===== config.mk =====
export PLATFORM = sky130hd
export DESIGN_NAME = rs_syndrome
export DESIGN_NICKNAME = d
export VERILOG_FILES = /design/src/rtl/rs_syndrome.sv
export SDC_FILE = /design/constraint.sdc
export NUM_CORES = 1
export LEC_CHECK = 0
export CORE_MARGIN = 5
export CORE_UTILIZATION = 38
export DETAILED_ROUTE_END_ITERATION = 12
export PLACE_DENSITY = 0.63
export SLEW_MARGIN = 20
export SYNTH_ARGS = -nofsm -noshare
export SYNTH_HDL_FRONTEND = slang
export SYNTH_SLANG_ARGS = --single-unit

===== constraint.sdc =====
create_clock -name i_clk -period 3.8 [get_ports i_clk]
set_input_delay 0.57 -clock i_clk [delete_from_list [all_inputs] [get_ports i_clk]]
set_output_delay 0.57 -clock i_clk [all_outputs]
set_load 0.03 [all_outputs]

===== src/rtl/rs_syndrome.sv =====
// Reed-Solomon syndrome generator over GF(256) (poly 0x11D), computing S0..S3 by Horner's rule.
// Optional `RS_SYND_ZERO_FLAG_EN adds a registered o_zero flag (all syndromes zero).
module rs_syndrome #(
  parameter int NBYTES = 32
) (
  input  logic       i_clk,
  input  logic       i_rst,
  input  logic       i_start,
  input  logic       i_valid,
  input  logic [7:0] i_data,
  output logic       o_busy,
  output logic       o_done,
  output logic [7:0] o_s0,
  output logic [7:0] o_s1,
  output logic [7:0] o_s2,
  output logic [7:0] o_s3
`ifdef RS_SYND_ZERO_FLAG_EN
  ,
  output logic       o_zero
`endif
);

  typedef enum logic [1:0] {
    IDLE  = 2'd0,
    ACCUM = 2'd1,
    DONE  = 2'd2
  } state_t;

  localparam logic [7:0] LAST_IDX = 8'(NBYTES - 1);

  state_t     state, state_nxt;
  logic [7:0] cnt;
  logic       accept;
  logic       last;
  logic [7:0] s0_nxt, s1_nxt, s2_nxt, s3_nxt;

  // Multiply by alpha (x) modulo x^8+x^4+x^3+x^2+1.
  function automatic logic [7:0] mul_a(input logic [7:0] x);
    return {x[6:0], 1'b0} ^ (x[7] ? 8'h1D : 8'h00);
  endfunction

  assign accept = (state == ACCUM) && i_valid && !i_start;
  assign last   = accept && (cnt == LAST_IDX);

  always_comb begin
    s0_nxt = o_s0 ^ i_data;
    s1_nxt = mul_a(o_s1) ^ i_data;
    s2_nxt = mul_a(mul_a(o_s2)) ^ i_data;
    s3_nxt = mul_a(mul_a(mul_a(o_s3))) ^ i_data;
  end

  // NOTE: every output of an always_comb gets a default first, so no path can infer a latch.
  always_comb begin
    state_nxt = state;
    if (i_start) begin
      state_nxt = ACCUM;
    end else begin
      case (state)
        IDLE:    state_nxt = IDLE;
        ACCUM:   if (last) state_nxt = DONE;
        DONE:    state_nxt = IDLE;
        default: state_nxt = IDLE;
      endcase
    end
  end

  // NOTE: sequential state uses non-blocking assignments so all registers update from pre-edge values.
  always_ff @(posedge i_clk or posedge i_rst) begin
    if (i_rst) state <= IDLE;
    else       state <= state_nxt;
  end

  always_ff @(posedge i_clk or posedge i_rst) begin
    if (i_rst) begin
      cnt  <= 8'd0;
      o_s0 <= 8'h00;
      o_s1 <= 8'h00;
      o_s2 <= 8'h00;
      o_s3 <= 8'h00;
    end else if (i_start) begin
      cnt  <= 8'd0;
      o_s0 <= 8'h00;
      o_s1 <= 8'h00;
      o_s2 <= 8'h00;
      o_s3 <= 8'h00;
    end else if (accept) begin
      cnt  <= cnt + 8'd1;
      o_s0 <= s0_nxt;
      o_s1 <= s1_nxt;
      o_s2 <= s2_nxt;
      o_s3 <= s3_nxt;
    end
  end

  assign o_busy = (state == ACCUM);
  assign o_done = (state == DONE);

`ifdef RS_SYND_ZERO_FLAG_EN
  // Captured with the final byte so it is valid in DONE and held through the following IDLE.
  always_ff @(posedge i_clk or posedge i_rst) begin
    if (i_rst)        o_zero <= 1'b0;
    else if (i_start) o_zero <= 1'b0;
    else if (last)    o_zero <= ((s0_nxt | s1_nxt | s2_nxt | s3_nxt) == 8'h00);
  end
`endif

endmodule

# Word-level counts from Yosys, hierarchy flattened
# Index checks and enable logic that the tools add are counted.
# word_totals
register_bits	42
latchBits	0
ram_bits	0
rom_bits	0
n_memories	0
# classes
n_addsub	1
multipliers	0
div	0
order_cmp	0
eq_ne	4
shifts	0
mux	19
n_bitwise	10
n_reduce_logical	5
# ops
operator	count
8-bit two-way mux	10
8-bit by 5-bit XOR with 8-bit output	6
8-bit XOR	4
5-bit two-way mux	6
8-bit by 1-bit adder with 8-bit output, second input constant	1
8-bit by 5-bit equality test with 1-bit output, second input constant	1
2-bit two-way mux	3
1-bit logical AND	3
3-bit by 2-bit != test with 1-bit output, second input constant	1
2-bit by 1-bit equality test with 1-bit output, second input constant	1
2-bit equality test, second input constant	1
2-bit nonzero test	1
1-bit logical NOT	1

# Depth between registers and ports, before layout
# Gate-level depths: netlist of the first run.
# logic_depth
depth_word	9
ltp_mapped	5

# Least setup slack after synthesis of the first run
# No wires, ideal clock.
# synth_path
path_kind	flip-flop to flip-flop
startpoint	register o_s3[7]
endpoint	register o_s3[4]
setup_ns	0.069
arrival_time_ns	1.473
required_ns	3.731
setup_slack_ns	2.258
stages_incl_launch_ff	5
path_buffers	1
path_cell_list	dfrtp_1 -> clkbuf_1 -> xnor3_1 -> or4_1 -> nand3_1
# synth_between
elab_chain_cells	7
# synth_rtl
element	line_no	rtl
start: declaration	16	output logic [7:0] o_s3
start signal: assignment	91	o_s3 <= s3_nxt;
5-bit two-way mux	39	return {x[6:0], 1'b0} ^ (x[7] ? 8'h1D : 8'h00);
8-bit by 5-bit XOR with 8-bit output (3 in a row)	39	
8-bit XOR	49	s3_nxt = mul_a(mul_a(mul_a(o_s3))) ^ i_data;
8-bit two-way mux	86	end else if (accept) begin
8-bit two-way mux	80	end else if (i_start) begin
# Every way passes these cells. The select of a mux whose other input is x is not followed.
# A chain may end at the register's enable or synchronous reset.

# Worst setup path after layout of the first run
# layout_path
startpoint	register state[1]
endpoint	output port o_busy
# layout_between
elab_chain_cells	1
# layout_rtl
element	line_no	rtl
start: declaration	31	state_t state, state_nxt;
start signal: assignment	70	else state <= state_nxt;
2-bit by 1-bit equality test with 1-bit output	95	assign o_busy = (state == ACCUM);
end: declaration	11	output logic o_busy,
# Every way passes these cells.

==> results by group, run 1 <==
Run status
  • Status: finished clean

Timing
  • Final min period: 2.26 ns
  • Hold slack: 0.547 ns
  • Final setup skew: 0.00880 ns
  • Rel. slew slack: between 40% and 50%
  • Worst-Margin Slew: just over 0.8 ns
  • Final Hold Viols: 0
  • Final worst-path cycle share: 59.5%
  • Fin. max-slew vios: 0
  • FMAX: 442 MHz
  • Endpoints failing setup: 0
  • Setup TNS: 0 ns
  • RSZ-0062 raised after global routing: no
  • PnR worst setup slack: 1.54 ns

Clock tree
  • Hold_buf cts: 0
  • H-Tree Depth: 2
  • Worst-path clk slew: 0.08 ns
  • Post-cts sizing count: 0
  • Setup bufs post-CTS: 0
  • Clock tree from TritonCTS: yes
  • Max Buffers Root-to-Sink: 2
  • Number of buffers created by CTS: 5
  • Root buf cell: clkbuf_8
  • Clock sink count: 42
  • Skew-Pair Late Insertion Delay: 0.30 ns

Final layout
  • Most common cell after layout, fill and taps aside: clkdlybuf4s50_1
  • Synthesis-to-layout area growth: 26.5%
  • Layout Utilization: 50.1%
  • Commonest non-fill, non-tap cells in the layout: clkdlybuf4s50_1 (45), dfrtp_1 (42), a21oi_1 (22)
  • Share of cells above drive strength 1: 4.23%
  • Final Cell Area: 2810 um2
  • Non-Filler Instances: roughly 330
  • N_diodes: 0
  • Final net count: 273

Route
  • DRT Wirelength: 5130 um
  • DR DRC count: 0
  • Vias per cell: 5.14
  • Post-DRT Antenna Nets: 0
  • DR WL/cell: 15.4 um
  • Pre-antenna DRT Iters: 4
  • Drt initial violations: 52
  • DR vias: around 1,700

Synthesis
  • Flops & latches, synth: 42
  • Yosys warns: 0
  • Post-synth EDFFs: 0
  • Synth Flop Type: dfrtp_1
  • Synth area leader: dfrtp_1
  • Synth unique cells: 29
  • Cells after Synth: 218
  • Post-synth ARST share: 100%
  • Top cells by area, synth: dfrtp_1 (47%), xnor2_1 (6.7%), xor3_1 (6.4%)
  • Post-synthesis cell area: 2220 um2
  • Syn nets: 231
  • Average cell area after synthesis: 10.2 um2
  • Sequential fraction of the synthesis area: 47.4%
  • Yosys top cell area share: 47.4%

Worst setup path
  • R2r setup slk: around 2.1 ns
  • Worst EP arrival: approximately 1.7 ns
  • Nature of the critical path endpoint: output port
  • R2r endpoint: o_s3[4]$_DFFE_PP0P_
  • CP Cell Sequence: nand2b_1 > inv_1 > clkdlybuf4s50_1
  • Crit path required time: between 3 and 4 ns
  • CP max stage delay: 0.66 ns
  • Max Fanout on Critical Path: 7
  • Crit-path slowest cell: clkdlybuf4s50_1
  • Critical path class: flop to output port
  • Reg2reg path depth: 3
  • RR Startpoint: state[1]$_DFFE_PP0P_
  • CP startpoint kind: flop

Global route
  • Grt ovf: 0
  • Total track usage: 15.0%
  • Initial antenna violation count: 0
  • Pin count of the biggest net entering global routing: 43
  • Vias in the first global route: 1,626
  • First-pass GRT wire length: slightly below 9000 um

Hold path
  • Worst hold start: cnt[5]$_DFFE_PP0P_
  • Hold Path Depth: 1
  • Worst hold path type: flop to flop
  • Hold endpoint: state[1]$_DFFE_PP0P_

Power
  • Sequential group share of total power: a little under half
  • Peak supply drop: 0.000219 V
  • Pint: 0.757 mW
  • Pwr per Cell Area: 393 nW/um2
  • Clock share of power: 25.3%
  • Power share of the combinational group: 27.9%
  • Switching share of total power: 31.5%
  • Final Power: 1.10 mW
  • Leakage Power: 1.20 nW
  • Net Sw Power: ~0.35 mW

Floorplan
  • Initial Util: 39.6%
  • IO Count: 46
  • Total die area: 7470 um2
  • FP Rows: 27
  • Core ar.: 5610 um2
  • Die H: 86.4 um
  • Die X: 86.4 um

Place
  • Dpl cell area: 2730 um2
  • Placed wire-length estimate: 3550 um
  • Port Buffer Count: 45
  • RePlAce Congestion: 0.792
  • Placed cells: 325
  • Pre-CTS WS: 1.51 ns

Job
  • Max Cap Violations: 0
[routing by layer]
layer  vias to the layer above  track usage, %  share of wire (%)
li1                        845               -                  -
met1                       812            21.1                 46
met2                        42            22.0                 46
met3                         8            3.71                5.9
met4                         0            5.95                1.5
met5                         -               0                  0
[cell type report]
type / count / area (um2)
repair buffers: 48 / 473
fillers: 540 / 2800
flip-flops and latches: 42 / 1050
multi-input cells: 151 / 1070
clock buffers: 6 / 72.6
well taps: 72 / 90.1
clock inverters: 1 / 7.51
inverters: 12 / 45.0
[flip-flops by register name, indices dropped and copies added (netlist names)]
signal and flops:
state 2, cnt 8, o_s1 8, o_s2 8, o_s3 8, o_s0 8
[logic make-up (layout without fill, tap and decap cells)]
| family | Yosys count | after routing | synth area share (%) |
|---|---|---|---|
| simple gates | 65 | 65 | 15.1 |
| compound gates | 53 | 53 | 14.3 |
| flops | 42 | 42 | 47.4 |
| xor+xnor | 32 | 32 | 18.2 |
| buf+inv | 25 | 67 | 4.51 |
| fa+ha+maj | 1 | 1 | 0.564 |
[synthesized netlist by cell type (all sizes together), types with 2 or more instances]
library cell,instances
clkbuf,8
or3,11
nand4b,2
nand3b,2
inv,12
xor3,7
a21oi,22
dfrtp,42
xor2,7
buf,5
o31ai,4
or4,6
nand3,3
nand2,18
a211oi,16
nor2,17
xnor2,17
o21ai,10
[critical path: cells and delay by family, from the launching register on]
family,cells,cell delay (ns)
buf+inv,2,0.75
flops,1,0.41
simple gates,1,0.24
[power groups by stage]
stage	logic [mW]	clock network [mW]	registers, mW
after detailed placement	0.311	0	0.527
after floorplan	0.145	0	0.581
after CTS	0.312	0.292	0.519
after global placement	0.308	0	0.527
after global routing	0.333	0.315	0.525
final	0.308	0.279	0.518
[worst max-delay path by stage]
stage                    startpoint                   to  slack [ns]
2_1_floorplan                 i_rst   cnt[0]$_DFFE_PP0P_        2.26
3_3_place_gp                i_valid  o_s3[4]$_DFFE_PP0P_        1.54
3_5_place_dp                i_valid  o_s3[4]$_DFFE_PP0P_        1.51
4_1_cts        state[1]$_DFFE_PP0P_               o_busy        1.52
5_1_grt        state[1]$_DFFE_PP0P_               o_busy        1.44
6_report       state[1]$_DFFE_PP0P_               o_busy        1.54
Note: power is estimated with default switching activity, not from simulation.
==> run 2, diff against run 1 <==
==> constraint.sdc (replaced) <==
create_clock -name i_clk -period 2.25 [get_ports i_clk]
set_input_delay 0.3375 -clock i_clk [delete_from_list [all_inputs] [get_ports i_clk]]
set_output_delay 0.3375 -clock i_clk [all_outputs]
set_load 0.03 [all_outputs]
==> results by group, run 2 (synthesized netlist as in run 1, its figures left out) <==
Run status
  • Status: finished clean

Floorplan
  • FP Rows: 27
  • Die X: roughly 86 um
  • Core ar.: 5610 um2
  • Total die area: 7470 um2
  • Die H: 86.4 um
  • Initial Util: 39.6%
  • IO Count: 46

Place
  • Pre-CTS WS: 0.398 ns
  • Placed cells: 328
  • Port Buffer Count: 45
  • Dpl cell area: 2780 um2
  • Placed wire-length estimate: 3500 um
  • RePlAce Congestion: 0.757

Timing
  • Endpoints failing setup: 0
  • Rel. slew slack: 64.0%
  • Hold slack: just under 0.5 ns
  • Final setup skew: 0.00578 ns
  • PnR worst setup slack: approximately 0.21 ns
  • Setup TNS: 0 ns
  • Final Hold Viols: 0
  • Fin. max-slew vios: 0
  • Worst-Margin Slew: 0.539 ns
  • Final min period: around 2.0 ns
  • Final worst-path cycle share: 90.8%
  • RSZ-0062 raised after global routing: no
  • FMAX: 489 MHz

Power
  • Pwr per Cell Area: 654 nW/um2
  • Final Power: 1.87 mW
  • Leakage Power: 1.22 nW
  • Peak supply drop: about 0.00027 V

Route
  • DRT Wirelength: about 5100 um
  • Pre-antenna DRT Iters: 4
  • DR WL/cell: between 15 and 20 um
  • DR vias: 1,738
  • Vias per cell: 5.19
  • DR DRC count: 0
  • Post-DRT Antenna Nets: 0
  • Drt initial violations: ~140

Clock tree
  • Max Buffers Root-to-Sink: 2
  • H-Tree Depth: 2
  • Setup bufs post-CTS: 0
  • Worst-path clk slew: 0.08 ns
  • Post-cts sizing count: 0
  • Number of buffers created by CTS: 5
  • Skew-Pair Late Insertion Delay: 0.29 ns
  • Clock sink count: 42
  • Hold_buf cts: 0
  • Root buf cell: clkbuf_8
  • Clock tree from TritonCTS: yes

Final layout
  • N_diodes: 0
  • Layout Utilization: 50.8%
  • Final net count: 276
  • Synthesis-to-layout area growth: 28.5%
  • Most common cell after layout, fill and taps aside: clkdlybuf4s50_1
  • Non-Filler Instances: between 300 and 400
  • Commonest non-fill, non-tap cells in the layout: clkdlybuf4s50_1 (45), dfrtp_1 (42), a21oi_1 (22)
  • Final Cell Area: 2850 um2
  • Share of cells above drive strength 1: 4.94%

Job
  • Max Cap Violations: 0

Global route
  • Grt ovf: 0
  • Initial antenna violation count: 0
  • Vias in the first global route: 1,678
  • First-pass GRT wire length: 8760 um
  • Pin count of the biggest net entering global routing: 44
  • Total track usage: 15.0%

Worst setup path
  • R2r setup slk: 0.71 ns
  • Nature of the critical path endpoint: output port
  • Worst EP arrival: between 1.5 and 2 ns
  • Crit path required time: 1.91 ns
  • CP startpoint kind: flop
  • Max Fanout on Critical Path: 7
  • Critical path class: flop to output port

Hold path
  • Worst hold path type: input port to async pin
run 2: cell count changes in the layout (fill, tap and decap cells not counted):
cell        change
clkinvlp_4      -1
clkbuf_1        +1
buf_12          +2
buf_4           +1
run 2: layout make-up:
| type | instances | area (um2) |
|---|---|---|
| clock buffer | 7 | 76.3 |
| fill | 541 | 2760 |
| inverter | 12 | 45.0 |
| multi-input combinational | 151 | 1070 |
| sequential | 42 | 1050 |
| tap | 72 | 90.1 |
| timing repair buffer | 51 | 520 |
run 2: final timing paths:
kind / depth (start not counted) / endpoint / startpoint
worst max-delay path: 3 / o_busy / state[1]$_DFFE_PP0P_
worst min-delay path: 3 / o_s3[5]$_DFFE_PP0P_ / i_rst
worst max register to register: 4 / state[1]$_DFFE_PP0P_ / cnt[0]$_DFFE_PP0P_
worst min register to register: 1 / state[1]$_DFFE_PP0P_ / cnt[5]$_DFFE_PP0P_
max in group asynchronous: 3 / cnt[2]$_DFFE_PP0P_ / i_rst
min in group i_clk: 1 / state[1]$_DFFE_PP0P_ / cnt[5]$_DFFE_PP0P_
run 2: metal layers:
metal	part of all wire (%)	track usage, %
met5	0	0
met4	2.7	6.23
met3	6.1	3.90
met2	45	21.7
met1	47	21.1
run 2: where the power goes:
part | total [mW] | switching [mW] | internal, mW
sequential | 0.873 | 0.0622 | 0.810
combinational | 0.531 | 0.268 | 0.263
clock | 0.463 | 0.249 | 0.214
run 2: worst max-delay path, stage by stage, from the launching register on:
cell and delay (ns):
dfrtp_1 0.41, nand2b_1 0.25, inv_1 0.09, clkdlybuf4s50_1 0.66
==> run 3, diff against run 2 <==
--- a/config.mk
+++ b/config.mk
@@ -8,7 +8,7 @@
 export CORE_MARGIN = 5
 export CORE_UTILIZATION = 38
 export DETAILED_ROUTE_END_ITERATION = 12
-export PLACE_DENSITY = 0.63
+export PLACE_DENSITY_LB_ADDON = 0.2
 export SLEW_MARGIN = 20
 export SYNTH_ARGS = -nofsm -noshare
 export SYNTH_HDL_FRONTEND = slang
==> constraint.sdc (replaced) <==
create_clock -name i_clk -period 2.25 [get_ports i_clk]
set_input_delay 0.225 -clock i_clk [delete_from_list [all_inputs] [get_ports i_clk]]
set_output_delay 0.225 -clock i_clk [all_outputs]
set_load 0.03 [all_outputs]
==> results by group, run 3 (synthesized netlist as in run 1, its figures left out) <==
Place
  • Placed wire-length estimate: 3550 um
  • RePlAce Congestion: 0.792
  • Dpl cell area: 2760 um2
  • Port Buffer Count: 45
  • Placed cells: 328

Timing
  • Final worst-path cycle share: 86.1%
  • Endpoints failing setup: 0
  • Worst-Margin Slew: 0.540 ns
  • Setup TNS: 0 ns
  • Final min period: 1.94 ns
  • Fin. max-slew vios: 0
  • Hold slack: between 0.3 and 0.4 ns
  • Final setup skew: 0.00436 ns
  • Final Hold Viols: 0
  • FMAX: 516 MHz
  • RSZ-0062 raised after global routing: no
  • Rel. slew slack: 64.0%

Clock tree
  • Skew-Pair Late Insertion Delay: 0.29 ns
  • Worst-path clk slew: 0.08 ns
  • Hold_buf cts: 0
  • Number of buffers created by CTS: 5
  • Max Buffers Root-to-Sink: 2
  • H-Tree Depth: 2
  • Clock sink count: between 40 and 50
  • Post-cts sizing count: 0
  • Root buf cell: clkbuf_8
  • Clock tree from TritonCTS: yes
  • Setup bufs post-CTS: 0

Worst setup path
  • Critical Path Source: state[1]$_DFFE_PP0P_
  • Max Fanout on Critical Path: 7
  • Critical path class: flop to output port
  • RR Startpoint: state[1]$_DFFE_PP0P_
  • R2r setup slk: about 0.69 ns
  • Crit path required time: roughly 2 ns
  • CP startpoint kind: flop
  • Nature of the critical path endpoint: output port
  • Worst EP arrival: around 1.7 ns

Final layout
  • Final net count: 276
  • Fill cells: around 560
  • Final Cell Area: 2840 um2
  • Synthesis-to-layout area growth: 27.9%
  • Non-Filler Instances: 335
  • Share of cells above drive strength 1: 4.94%
  • Commonest non-fill, non-tap cells in the layout: clkdlybuf4s50_1 (45), dfrtp_1 (42), a21oi_1 (22)
  • Most common cell after layout, fill and taps aside: clkdlybuf4s50_1
  • N_diodes: 0
  • Layout Utilization: 50.6%

Route
  • DR vias: 1,720
  • Post-DRT Antenna Nets: 0
  • DR DRC count: 0
  • DRT Wirelength: 5190 um
  • Vias per cell: a little over 5
  • Drt initial violations: 176
  • Pre-antenna DRT Iters: 4
  • DR WL/cell: ~16 um

Floorplan
  • FP Rows: 27
  • Total die area: 7470 um2
  • IO Count: 46
  • Die X: 86.4 um
  • Die H: 86.4 um
  • Initial Util: between 30 and 40%
  • Core ar.: 5610 um2

Global route
  • Grt ovf: 0
  • Initial antenna violation count: 0
  • Pin count of the biggest net entering global routing: 43
  • Vias in the first global route: between 1,500 and 2,000
  • Total track usage: 14.6%
  • First-pass GRT wire length: around 8400 um

Power
  • Pwr per Cell Area: 657 nW/um2
  • Clock share of power: 25.0%
  • Sequential group share of total power: 46.8%
  • Power share of the combinational group: 28.2%
  • Leakage Power: 1.22 nW
  • Pint: about 1.3 mW
  • Peak supply drop: 0.000286 V
  • Net Sw Power: 0.582 mW
  • Switching share of total power: 31.2%

Run status
  • Status: finished clean

Job
  • Max Cap Violations: 0

Hold path
  • Worst hold path type: input port to async pin
[run 3: per-layer routing]
| layer | up-vias | global-route usage, % | share of wire [%] |
|---|---|---|---|
| met2 | 43 | 22.7 | 47 |
| li1 | 845 | - | - |
| met5 | - | 0 | 0 |
| met1 | 823 | 19.7 | 47 |
| met3 | 9 | 2.95 | 3.9 |
| met4 | 0 | 6.37 | 1.8 |
[run 3: stage by stage]
step	worst slack, ns	power (mW)
global route	0.200	1.96
CTS	0.304	1.88
global placement	0.490	1.42
finish	0.314	1.87
detailed placement	0.470	1.42
floorplan	0.708	1.23
[run 3: final cells by class]
class                   instances  area (um2)  share of cell area [%]
repair buffers                 51         508                    17.9
clock buffers                   7        76.3                    2.69
inverters                      12        45.0                    1.59
well taps                      72        90.1                    3.17
flip-flops and latches         42        1050                    37.0
multi-input cells             151        1070                    37.6
[run 3: path summary, 6_finish.rpt]
check | end | depth (start not counted)
max in group asynchronous | state[0]$_DFFE_PP0P_ | 3
worst max-delay path | o_busy | 3
min in group i_clk | state[1]$_DFFE_PP0P_ | 1
worst max register to register | o_s0[0]$_DFFE_PP0P_ | 4
worst min-delay path | o_s2[1]$_DFFE_PP0P_ | 3
worst min register to register | state[1]$_DFFE_PP0P_ | 1
[run 3: power groups by stage]
stage	clock [mW]	sequential [mW]	combinational, mW
after floorplan	0	0.981	0.245
after global placement	0	0.889	0.527
after detailed placement	0	0.889	0.531
after CTS	0.475	0.874	0.533
after global routing	0.511	0.886	0.564
final	0.466	0.873	0.527
[run 3: critical path, cell delays in order (launching register included)]
cell and delay [ns]:
dfrtp_1 0.41, nand2b_1 0.25, inv_1 0.09, clkdlybuf4s50_1 0.67
